$ cat src/rtl/yarp_fetch_unit.sv
// YARP instruction fetch stage: owns the PC, fetches over req/gnt/rvalid and
// hands each instruction to decode over valid/ready, honouring execute redirects.
module yarp_fetch_unit #(
  parameter logic [31:0] RESET_PC    = 32'h0000_0000,
  parameter bit          ALIGN_CHECK = 1'b1
) (
  input  logic        clk,
  input  logic        reset_n,
  input  logic        branch_taken_i,
  input  logic        is_jump_i,
  input  logic [31:0] redirect_pc_i,
  output logic        imem_req_o,
  output logic [31:0] imem_addr_o,
  input  logic        imem_gnt_i,
  input  logic        imem_rvalid_i,
  input  logic [31:0] imem_rdata_i,
  output logic        instr_valid_o,
  output logic [31:0] instr_o,
  output logic [31:0] instr_pc_o,
  input  logic        instr_ready_i,
  output logic        misaligned_o
);

  typedef enum logic [2:0] {IDLE, REQ, WAIT_RSP, HOLD, FAULT} state_t;

  state_t      state_q, state_d;
  logic [31:0] pc_q, pc_d;
  logic [31:0] instr_q, instr_d;
  logic [31:0] instr_pc_q, instr_pc_d;
  logic        kill_q, kill_d;
  logic        misaligned_q, misaligned_d;
  logic        redirect;
  logic        bad_target;

  assign redirect   = branch_taken_i | is_jump_i;
  assign bad_target = ALIGN_CHECK && (redirect_pc_i[1:0] != 2'b00);

  always_ff @(posedge clk or negedge reset_n) begin
    if (!reset_n) begin
      state_q      <= IDLE;
      pc_q         <= RESET_PC;
      instr_q      <= 32'h0;
      instr_pc_q   <= 32'h0;
      kill_q       <= 1'b0;
      misaligned_q <= 1'b0;
    end else begin
      state_q      <= state_d;
      pc_q         <= pc_d;
      instr_q      <= instr_d;
      instr_pc_q   <= instr_pc_d;
      kill_q       <= kill_d;
      misaligned_q <= misaligned_d;
    end
  end

  always_comb begin
    state_d      = state_q;
    pc_d         = pc_q;
    instr_d      = instr_q;
    instr_pc_d   = instr_pc_q;
    kill_d       = kill_q;
    misaligned_d = misaligned_q;

    case (state_q)
      IDLE: begin
        state_d = REQ;
        if (redirect) pc_d = redirect_pc_i;
      end
      REQ: begin
        if (redirect) pc_d = redirect_pc_i;
        // A request granted alongside a redirect is wrong-path but must still drain.
        if (imem_gnt_i) begin
          state_d = WAIT_RSP;
          kill_d  = redirect;
        end
      end
      WAIT_RSP: begin
        if (imem_rvalid_i) begin
          if (kill_q || redirect) begin
            kill_d  = 1'b0;
            state_d = REQ;
            if (redirect) pc_d = redirect_pc_i;
          end else begin
            instr_d    = imem_rdata_i;
            instr_pc_d = pc_q;
            pc_d       = pc_q + 32'd4;
            state_d    = HOLD;
          end
        end else if (redirect) begin
          kill_d = 1'b1;
          pc_d   = redirect_pc_i;
        end
      end
      HOLD: begin
        if (redirect) begin
          pc_d    = redirect_pc_i;
          state_d = REQ;
        end else if (instr_ready_i) begin
          state_d = REQ;
        end
      end
      FAULT: ;
      default: state_d = IDLE;
    endcase

    // A misaligned target overrides everything above and leaves the PC untouched.
    if (state_q != FAULT && redirect && bad_target) begin
      state_d      = FAULT;
      misaligned_d = 1'b1;
      pc_d         = pc_q;
      kill_d       = 1'b0;
      instr_d      = instr_q;
      instr_pc_d   = instr_pc_q;
    end
  end

  assign imem_req_o    = (state_q == REQ);
  assign imem_addr_o   = pc_q;
  assign instr_valid_o = (state_q == HOLD);
  assign instr_o       = instr_q;
  assign instr_pc_o    = instr_pc_q;
  assign misaligned_o  = misaligned_q;

endmodule
$ cat config.mk
export PLATFORM = sky130hd
export DESIGN_NAME = yarp_fetch_unit
export DESIGN_NICKNAME = d
export VERILOG_FILES = /design/src/rtl/yarp_fetch_unit.sv
export SDC_FILE = /design/constraint.sdc
export NUM_CORES = 1
export LEC_CHECK = 0
export ABC_AREA = 1
export BUFFER_PORTS_ARGS = -buffer_cell sky130_fd_sc_hd__buf_4
export CORE_MARGIN = 3
export CORE_UTILIZATION = 46
export CTS_CLUSTER_SIZE = 16
export DETAILED_ROUTE_END_ITERATION = 8
export GPL_TIMING_DRIVEN = 0
export PLACE_DENSITY = 0.76
export SYNTH_ARGS = -nofsm -noshare
export SYNTH_HDL_FRONTEND = slang
export SYNTH_SLANG_ARGS = --single-unit
$ cat constraint.sdc
create_clock -name clk -period 1.4 [get_ports clk]
set_input_delay 0.28 -clock clk [delete_from_list [all_inputs] [get_ports clk]]
set_output_delay 0.28 -clock clk [all_outputs]
set_load 0.02 [all_outputs]
Yosys cells after proc, flatten, opt, wreduce, memory -nomap -nowiden:

Index checks and enable logic that the tools add are counted.
Widths: inputs -> output; s select.

* flip-flop bits (word level): 101
* latch bits: 0
* memory bits (writable): 0
* bits in read-only memories: 0
* output and inout bits: 99
* word-level logic and storage cells: 50
* memories kept: 0

* add/sub/neg operators: 1
* multiply operators: 0
* div/mod/pow operators: 0
* $lt $le $gt $ge: 0
* eq/ne operators: 11
* shift operators: 0
* multiplexer cells: 17
* bitwise operators: 3
* reductions and logical operators: 12

Operator list (count)
* $mux 32: 3
* $pmux 32 s2: 1
* $add 32x3->32 const B: 1
* $mux 3: 5
* $pmux 3 s5: 1
* $reduce_and 4->1: 3
* $ne 4x4->1 const B: 2
* $eq 3x2->1 const B: 2
* $ne 3x3->1 const B: 2
* $mux 1: 5
* $ne 4x1->1 const B: 1
* $reduce_bool 2->1: 2
* $eq 3x1->1 const B: 1
* $eq 3x3->1 const B: 1
* $logic_not 3->1: 1
* $ne 3x1->1 const B: 1
* $reduce_bool 3->1: 1
* $reduce_or 3->1: 1
* $logic_and 1x1->1: 2
* $mux 2: 1
* $ne 2x2->1 const B: 1
* $not 1->1: 2
* $pmux 1 s2: 1
* $reduce_and 2->1: 1
* 2 further kinds: 2

Logic depth before layout (Yosys ltp):

Gate-level depths: netlist (run 1).

* depth after elaboration: 6
* gate-level depth with buffers: 10

Worst setup path before layout (run 1):

No wires, ideal clock.

* path type: register to register
* from: reg pc_q[2] (netlist: imem_addr_o[2])
* to: reg pc_q[10] (netlist: imem_addr_o[10])
* setup time: 0.124 ns
* arrival: 1.508 ns
* data required time: 1.276 ns
* slack: -0.232 ns
* stages on the path, launching flop included: 8
* buffers on the path: 0
* clock period less this slack: 1.632 ns
* cells stage by stage: dfrtp_1 > ha_1 > nand2_1 > nor2_1 > nand2_1 > xor2_1 > o211ai_1 > nand2_1

* word-level cells in the longest chain between the ends: 4

Ends and longest elaborated chain
* start, declared: line 27 `logic [31:0] pc_q, pc_d;`
* start signal, assigned: line 48 `pc_q <= pc_d;`
* $add 32x3->32: line 86 `pc_d = pc_q + 32'd4;`
* $mux 32: line 79 `if (kill_q || redirect) begin`
* $mux 32: line 78 `if (imem_rvalid_i) begin`
* $pmux 32 s2: line 64 `case (state_q)`

Every way passes these cells.
A chain may end at the register's enable or synchronous reset.

Worst setup path after layout (run 1):

* from: reg state_q[1]
* to: reg pc_q[21] (netlist: imem_addr_o[21])

* word-level cells in the longest chain between the ends: 5
* elaborated cells on any way between the ends: 12
* those cells by class: eq/ne (4); mux (1); bitwise (1); reduce/logical (6)

Ends and longest elaborated chain
* start, declared: line 26 `state_t state_q, state_d;`
* start signal, assigned: line 47 `state_q <= state_d;`
* branches (longest 5 deep; another with $eq 3x1->1)

Several ways; the timed one is not identified.

==> results.sh, run 1 <==
export IMPL_fin_ws_ns=-0.191
export IMPL_worstSetupStartpoint="state_q[1]"
export IMPL_relSlewSlack_pct=58.8
export IMPL_final_core_util_pct=72.9
export IMPL_clock_latency_ns=0.35
export IMPL_switching_share_pct=23.1
export IMPL_avgRoutedWirePerCell_um=18.0
export IMPL_reg2reg_from="state_q[1]"
export IMPL_dieArea_um2=12700
export IMPL_internal_power_w=0.00473
export IMPL_die_h_um=113
export IMPL_p_leak_nw=3.84
export IMPL_grt_usage_pct=27.2
export IMPL_report_final_setup_viol=98
export IMPL_drive_above_1_share_pct=46.0
export IMPL_path_buf_inv=2
export IMPL_p_per_area_nw_per_um2=769
export IMPL_vias=5487
export IMPL_regArea_um2=2550
export IMPL_rr_worst_depth=8
export IMPL_slew_violations=0
export IMPL_synth_cell_types=27
export IMPL_cp_arrival_ns=1.82
export IMPL_num_nets_final=934
export IMPL_outcome="complete, but fails checks"
export IMPL_yosysWarnings=0
export IMPL_num_fill_cells=788
export IMPL_core_region_area_um2=11000
export IMPL_viasPerCell=5.45
export IMPL_routed_wl_um=18100
export IMPL_htreeDepth=3
export IMPL_num_rows=38
export IMPL_max_stage_delay_ns=0.44
export IMPL_power_frac_clock_pct=45.8
export IMPL_worstMarginPinSlew_ns=0.618
export IMPL_drtIter0Drc=524
export IMPL_min_path_type="in -> reg"
export IMPL_startpoint_type="flip-flop"
export IMPL_cts_buffers=9
export IMPL_antenna_left=0
export IMPL_tns_ns=-8.13
export IMPL_period_needed_ns=1.59
export IMPL_synth_seq_cells=101
export IMPL_synthesis_area_um2=5230
export IMPL_fmax_mhz=628
export IMPL_grt_pass1_vias=5369
export IMPL_ios=170
export IMPL_synth_ff_type="dfrtp_1"
export IMPL_cp_depth=8
export IMPL_hpwlAfterDp_um=12400
export IMPL_ys_seq_area_share_pct=48.3
export IMPL_period_share_pct=114
export IMPL_cp_end_kind="flip-flop"
export IMPL_path_max_fanout=5
export IMPL_hold_viol=0
export IMPL_cts_tree="done"
export IMPL_seqPwrFrac_pct=47.4
export IMPL_drc_errors=0
export IMPL_synth_fp_nets=715
export IMPL_clock_skew_final_ns=0.0104
export IMPL_synth_top_cell_by_area="dfrtp_1"
export IMPL_ir_drop_v=0.000602
export IMPL_synth_top_cell_area_share_pct=48.3
export IMPL_start_util_pct=47.6
export IMPL_required_ns=1.63
export IMPL_power_switching_w=0.00142
export IMPL_min_delay_start="imem_rdata_i[8]"
export IMPL_critical_path_class="reg -> reg"
export IMPL_die_w_um=113
export IMPL_hold_depth=2
export IMPL_syn_inst=643
export IMPL_synth_area_leaders="dfrtp_1 (48%), nand2_1 (12%), nor2_1 (7.3%)"
export IMPL_combPwrFrac_pct=6.7
export IMPL_grt_overflow=0
export IMPL_cap_violations=0
export IMPL_grt_pass1_wl_um=27900
export IMPL_root_buffer="clkbuf_16"
export IMPL_cpMaxStageDelayCell="dfrtp_2"
export IMPL_dr_pass1_iters=6
export IMPL_cts_max_path_buffers=2
export IMPL_worstPathCellList="buf_4 -> a21oi_2 -> nor2_4 -> nor2_4 -> buf_4 -> a21oi_1 -> nand3_1 -> nand2_1"
export IMPL_synthArstFlopShare_pct=100
export IMPL_dp_slack_ns=-0.334
export IMPL_grt_antenna_before_repair=0
export IMPL_finalPower_w=0.00615
export IMPL_gp_congestion=0.903
export IMPL_cp_top_family="simple AND/OR/NAND/NOR gates"
export IMPL_avgSynthCellArea_um2=8.13
export IMPL_rsz0062_at_grt="true"
export IMPL_path_clk_slew_ns=0.07
export IMPL_cts_sinks=101
export IMPL_syn_to_final_growth_pct=53.1
export IMPL_multiInputGateArea_um2=2780
export IMPL_failed_checks="setup timing"
export IMPL_numPortBuffers=169
export IMPL_grt_start_max_net_pins=102
export IMPL_synth_edf_count=0
export IMPL_antenna_cells=0
[metal layers]
layer | global-route usage, % | vias to the layer above | wire length, µm
met4 | 6.25 | 0 | 212
li1 | - | 2539 | -
met3 | 6.47 | 24 | 1410
met5 | 0 | - | 0
met1 | 36.5 | 2662 | 7450
met2 | 44.8 | 262 | 9010
[repair_timing]
item | 4_1_cts | 5_1_grt
hold buffers | 0 | 1
gates cloned | 0 | 3
setup buffers | 21 | 15
gates resized for setup | 68 | 115
endpoints found under the hold margin | 0 | 4
pin swaps | 3 | 10
endpoints found under the setup margin | 98 | 102
[cell usage after synthesis, types with 2 or more instances]
library cell and n:
nor2_2 2, nand4_1 5, inv_1 43, clkbuf_1 2
dfrtp_1 101, nand2_1 161, inv_2 3, buf_6 8
nand3_1 68, o211ai_1 11, nor2_1 102, buf_2 9
mux2_2 25, o21ai_0 26, mux2_1 11, nor2_4 3
nand2_2 2, o21ai_1 6, buf_4 6, a21oi_1 40
nor3_1 3
[cells in the final DEF, fill, tap and decap left out, types with 2 or more instances in the layout]
master     count
clkbuf_1       2
nor3_1         3
buf_6         15
o21ai_0       23
inv_2          6
o21ai_1        9
inv_8          2
o211ai_1      11
nand4_1        5
buf_2          3
nand3_1       66
nand2_1      151
buf_8          8
nor2_2        25
nand2_2       11
dfrtp_1       82
bufinv_16      2
a21oi_2       22
buf_4        195
nor2_4        27
clkbuf_16     12
buf_12         5
a21oi_1       18
nand3_4        2
inv_1         38
dfrtp_2       19
clkinv_4       2
nor2_1        55
mux2_4        16
mux2_2        20
[through the flow]
stage                     hold slack (ns)  area, µm²  instances
after floorplan                   -0.0156       5270        643
after global placement              0.454       6720        952
after detailed placement            0.471       6720        952
after CTS                           0.150       7420        988
after global routing                0.152       8010       1007
final                               0.157       8010       1007
[worst paths after layout]
path                       slack, ns              end
min in group asynchronous       0.52      instr_o[23]
hold / removal                  0.16       instr_o[8]
hold reg to reg                 0.49     misaligned_o
setup reg to reg               -0.19  imem_addr_o[21]
max in group asynchronous       0.44  imem_addr_o[13]
setup / recovery               -0.19  imem_addr_o[21]
[cells by family after synthesis]
kind of cell	synth area share (%)
AND/OR/NAND/NOR	27.9
multiplexers	7.75
AO/OA/AOI/OAI	8.71
XOR/XNOR	0.168
buffers and inverters	6.89
adder cells (fa/ha/maj)	0.239
flip-flops	48.3
[state kept, by name (all words and copies together), names as in the netlist]
| signal | count |
|---|---|
| instr_o | 32 |
| kill_q | 1 |
| misaligned_o | 1 |
| imem_addr_o | 32 |
| instr_pc_o | 32 |
| state_q | 3 |
[final cells by class]
cell class / instances / area share (%)
clock buffers: 9 / 2.81
repair buffers: 210 / 21.4
plain buffers: 23 / 3.39
clock inverters: 7 / 1.31
multi-input cells: 471 / 34.7
well taps: 140 / 2.19
flip-flops and latches: 101 / 31.9
inverters: 46 / 2.25
[power groups by stage]
stage	logic [W]	registers, W	clock network, W
after floorplan	0.000120	0.00298	0
after global placement	0.000358	0.00298	0
after detailed placement	0.000367	0.00298	0
after CTS	0.000375	0.00292	0.00283
after global routing	0.000453	0.00292	0.00296
final	0.000415	0.00292	0.00282
Power figures use the tool's default switching activity.
==> run 2, diff against run 1 <==
--- a/config.mk
+++ b/config.mk
@@ -13,6 +13,8 @@
 export DETAILED_ROUTE_END_ITERATION = 8
 export GPL_TIMING_DRIVEN = 0
 export PLACE_DENSITY = 0.76
+export SKIP_CTS_REPAIR_TIMING = 1
+export SKIP_LAST_GASP = 1
 export SYNTH_ARGS = -nofsm -noshare
 export SYNTH_HDL_FRONTEND = slang
 export SYNTH_SLANG_ARGS = --single-unit
==> results.sh, run 2 (synthesis results as in run 1) <==
export IMPL_regArea_um2=2560
export IMPL_gp_congestion=0.903
export IMPL_ir_drop_v=0.000540
export IMPL_grt_overflow=0
export IMPL_die_w_um=113
export IMPL_fmax_mhz=632
export IMPL_path_clk_slew_ns=0.07
export IMPL_dr_pass1_iters=5
export IMPL_numPortBuffers=169
export IMPL_startpoint_type="flip-flop"
export IMPL_rr_worst_depth=6
export IMPL_critPathCapture="imem_req_o"
export IMPL_fin_ws_ns=-0.183
export IMPL_internal_power_w=0.00472
export IMPL_antenna_left=0
export IMPL_reg2reg_from="state_q[0]"
export IMPL_power_frac_clock_pct=46.0
export IMPL_required_ns=1.12
export IMPL_multiInputGateArea_um2=2800
export IMPL_min_path_type="in -> reg"
export IMPL_rsz0062_at_grt="true"
export IMPL_combPwrFrac_pct=6.6
export IMPL_cp_end_kind="primary output"
export IMPL_final_core_util_pct=73.7
export IMPL_cts_sinks=101
export IMPL_final_cell_mix="buf_4 (198), nand2_1 (149), dfrtp_1 (77)"
export IMPL_switching_share_pct=23.3
export IMPL_dp_slack_ns=-0.334
export IMPL_grt_start_max_net_pins=102
export IMPL_syn_to_final_growth_pct=54.8
export IMPL_num_fill_cells=774
export IMPL_grt_usage_pct=26.1
export IMPL_drtIter0Drc=483
export IMPL_num_nets_final=938
export IMPL_root_buffer="clkbuf_16"
export IMPL_rrSetupSlack_ns=-0.18
export IMPL_core_region_area_um2=11000
export IMPL_seqPwrFrac_pct=47.4
export IMPL_routed_wl_um=18800
export IMPL_cpMaxStageDelayCell="dfrtp_1"
export IMPL_clock_skew_final_ns=0.00710
export IMPL_ios=170
export IMPL_max_stage_delay_ns=0.42
export IMPL_place_inst=952
export IMPL_r2r_end="instr_o[19]"
export IMPL_failed_checks="setup timing"
export IMPL_drc_errors=0
export IMPL_htreeDepth=3
export IMPL_period_needed_ns=1.58
export IMPL_power_switching_w=0.00144
export IMPL_hold_viol=0
export IMPL_grt_pass1_wl_um=26900
export IMPL_outcome="complete, but fails checks"
export IMPL_worstPathCellList="inv_2 -> nand2_2 -> nor2_4 -> buf_6"
export IMPL_drive_above_1_share_pct=47.1
export IMPL_worstSetupStartpoint="state_q[2]"
export IMPL_p_per_area_nw_per_um2=761
export IMPL_hold_slack_ns=0.147
export IMPL_path_max_fanout=3
export IMPL_cts_buffers=9
export IMPL_cts_tree="done"
export IMPL_die_h_um=113
export IMPL_dieArea_um2=12700
export IMPL_critical_path_class="reg -> out"
export IMPL_clock_latency_ns=0.35
export IMPL_instances_no_fill=1011
export IMPL_num_rows=38
export IMPL_relSlewSlack_pct=55.3
export IMPL_cap_violations=0
export IMPL_tns_ns=-10.46
export IMPL_viasPerCell=5.48
export IMPL_cp_arrival_ns=1.30
export IMPL_start_util_pct=47.6
export IMPL_p_leak_nw=3.85
export IMPL_hpwlAfterDp_um=12400
export IMPL_antenna_cells=0
export IMPL_report_final_setup_viol=101
export IMPL_grt_antenna_before_repair=0
export IMPL_vias=5544
export IMPL_slew_violations=0
export IMPL_cts_max_path_buffers=2
export IMPL_grt_pass1_vias=5200
export IMPL_worstMarginPinSlew_ns=0.670
export IMPL_final_common_cell="buf_4"
export IMPL_period_share_pct=113
export IMPL_avgRoutedWirePerCell_um=18.6
-- run 2: area by class of cell --
type	instances	area share [%]
Multi-Input combinational cell	471	34.6
Clock buffer	9	2.78
Clock inverter	7	1.30
Sequential cell	101	31.6
Buffer	23	3.37
Tap cell	140	2.16
Timing Repair Buffer	214	21.9
Inverter	46	2.26
-- run 2: worst min path at each step --
stage | from | to | slack (ns) | cells after the start
floorplan | reset_n | imem_addr_o[0] | -0.02 | 0
global placement | misaligned_o | misaligned_o | 0.45 | 2
detailed placement | misaligned_o | misaligned_o | 0.47 | 2
CTS | imem_rdata_i[24] | instr_o[24] | 0.14 | 2
global route | imem_rdata_i[26] | instr_o[26] | 0.15 | 2
finish | imem_rdata_i[23] | instr_o[23] | 0.15 | 2
-- run 2: worst max-delay path: cells and delay by family, from the launching register on --
| family | cells | cell delay (ns) |
|---|---|---|
| flip-flops | 1 | 0.42 |
| buffers and inverters | 2 | 0.27 |
| AND/OR/NAND/NOR | 2 | 0.26 |
-- run 2: through the flow --
step | total power (W) | instance area [µm²]
2_1_floorplan | 0.00310 | 5270
3_3_place_gp | 0.00333 | 6720
3_5_place_dp | 0.00334 | 6720
4_1_cts | 0.00612 | 7050
5_1_grt | 0.00632 | 8090
6_report | 0.00616 | 8090
-- run 2: per-layer routing --
| metal | up-vias | routed length [µm] | track usage, % | part of all wire [%] |
|---|---|---|---|---|
| met2 | 281 | 9380 | 43.4 | 50 |
| met5 | - | 0 | 0 | 0 |
| li1 | 2557 | - | - | - |
| met3 | 43 | 1550 | 5.18 | 8.3 |
| met1 | 2663 | 7370 | 35.6 | 39 |
| met4 | 0 | 478 | 5.77 | 2.5 |
-- run 2: power by group through the flow --
stage,Combinational [W],Clock (W),Sequential [W]
finish,0.000409,0.00283,0.00292
global placement,0.000358,0,0.00298
global route,0.000445,0.00295,0.00292
detailed placement,0.000367,0,0.00298
CTS,0.000368,0.00283,0.00292
floorplan,0.000120,0,0.00298
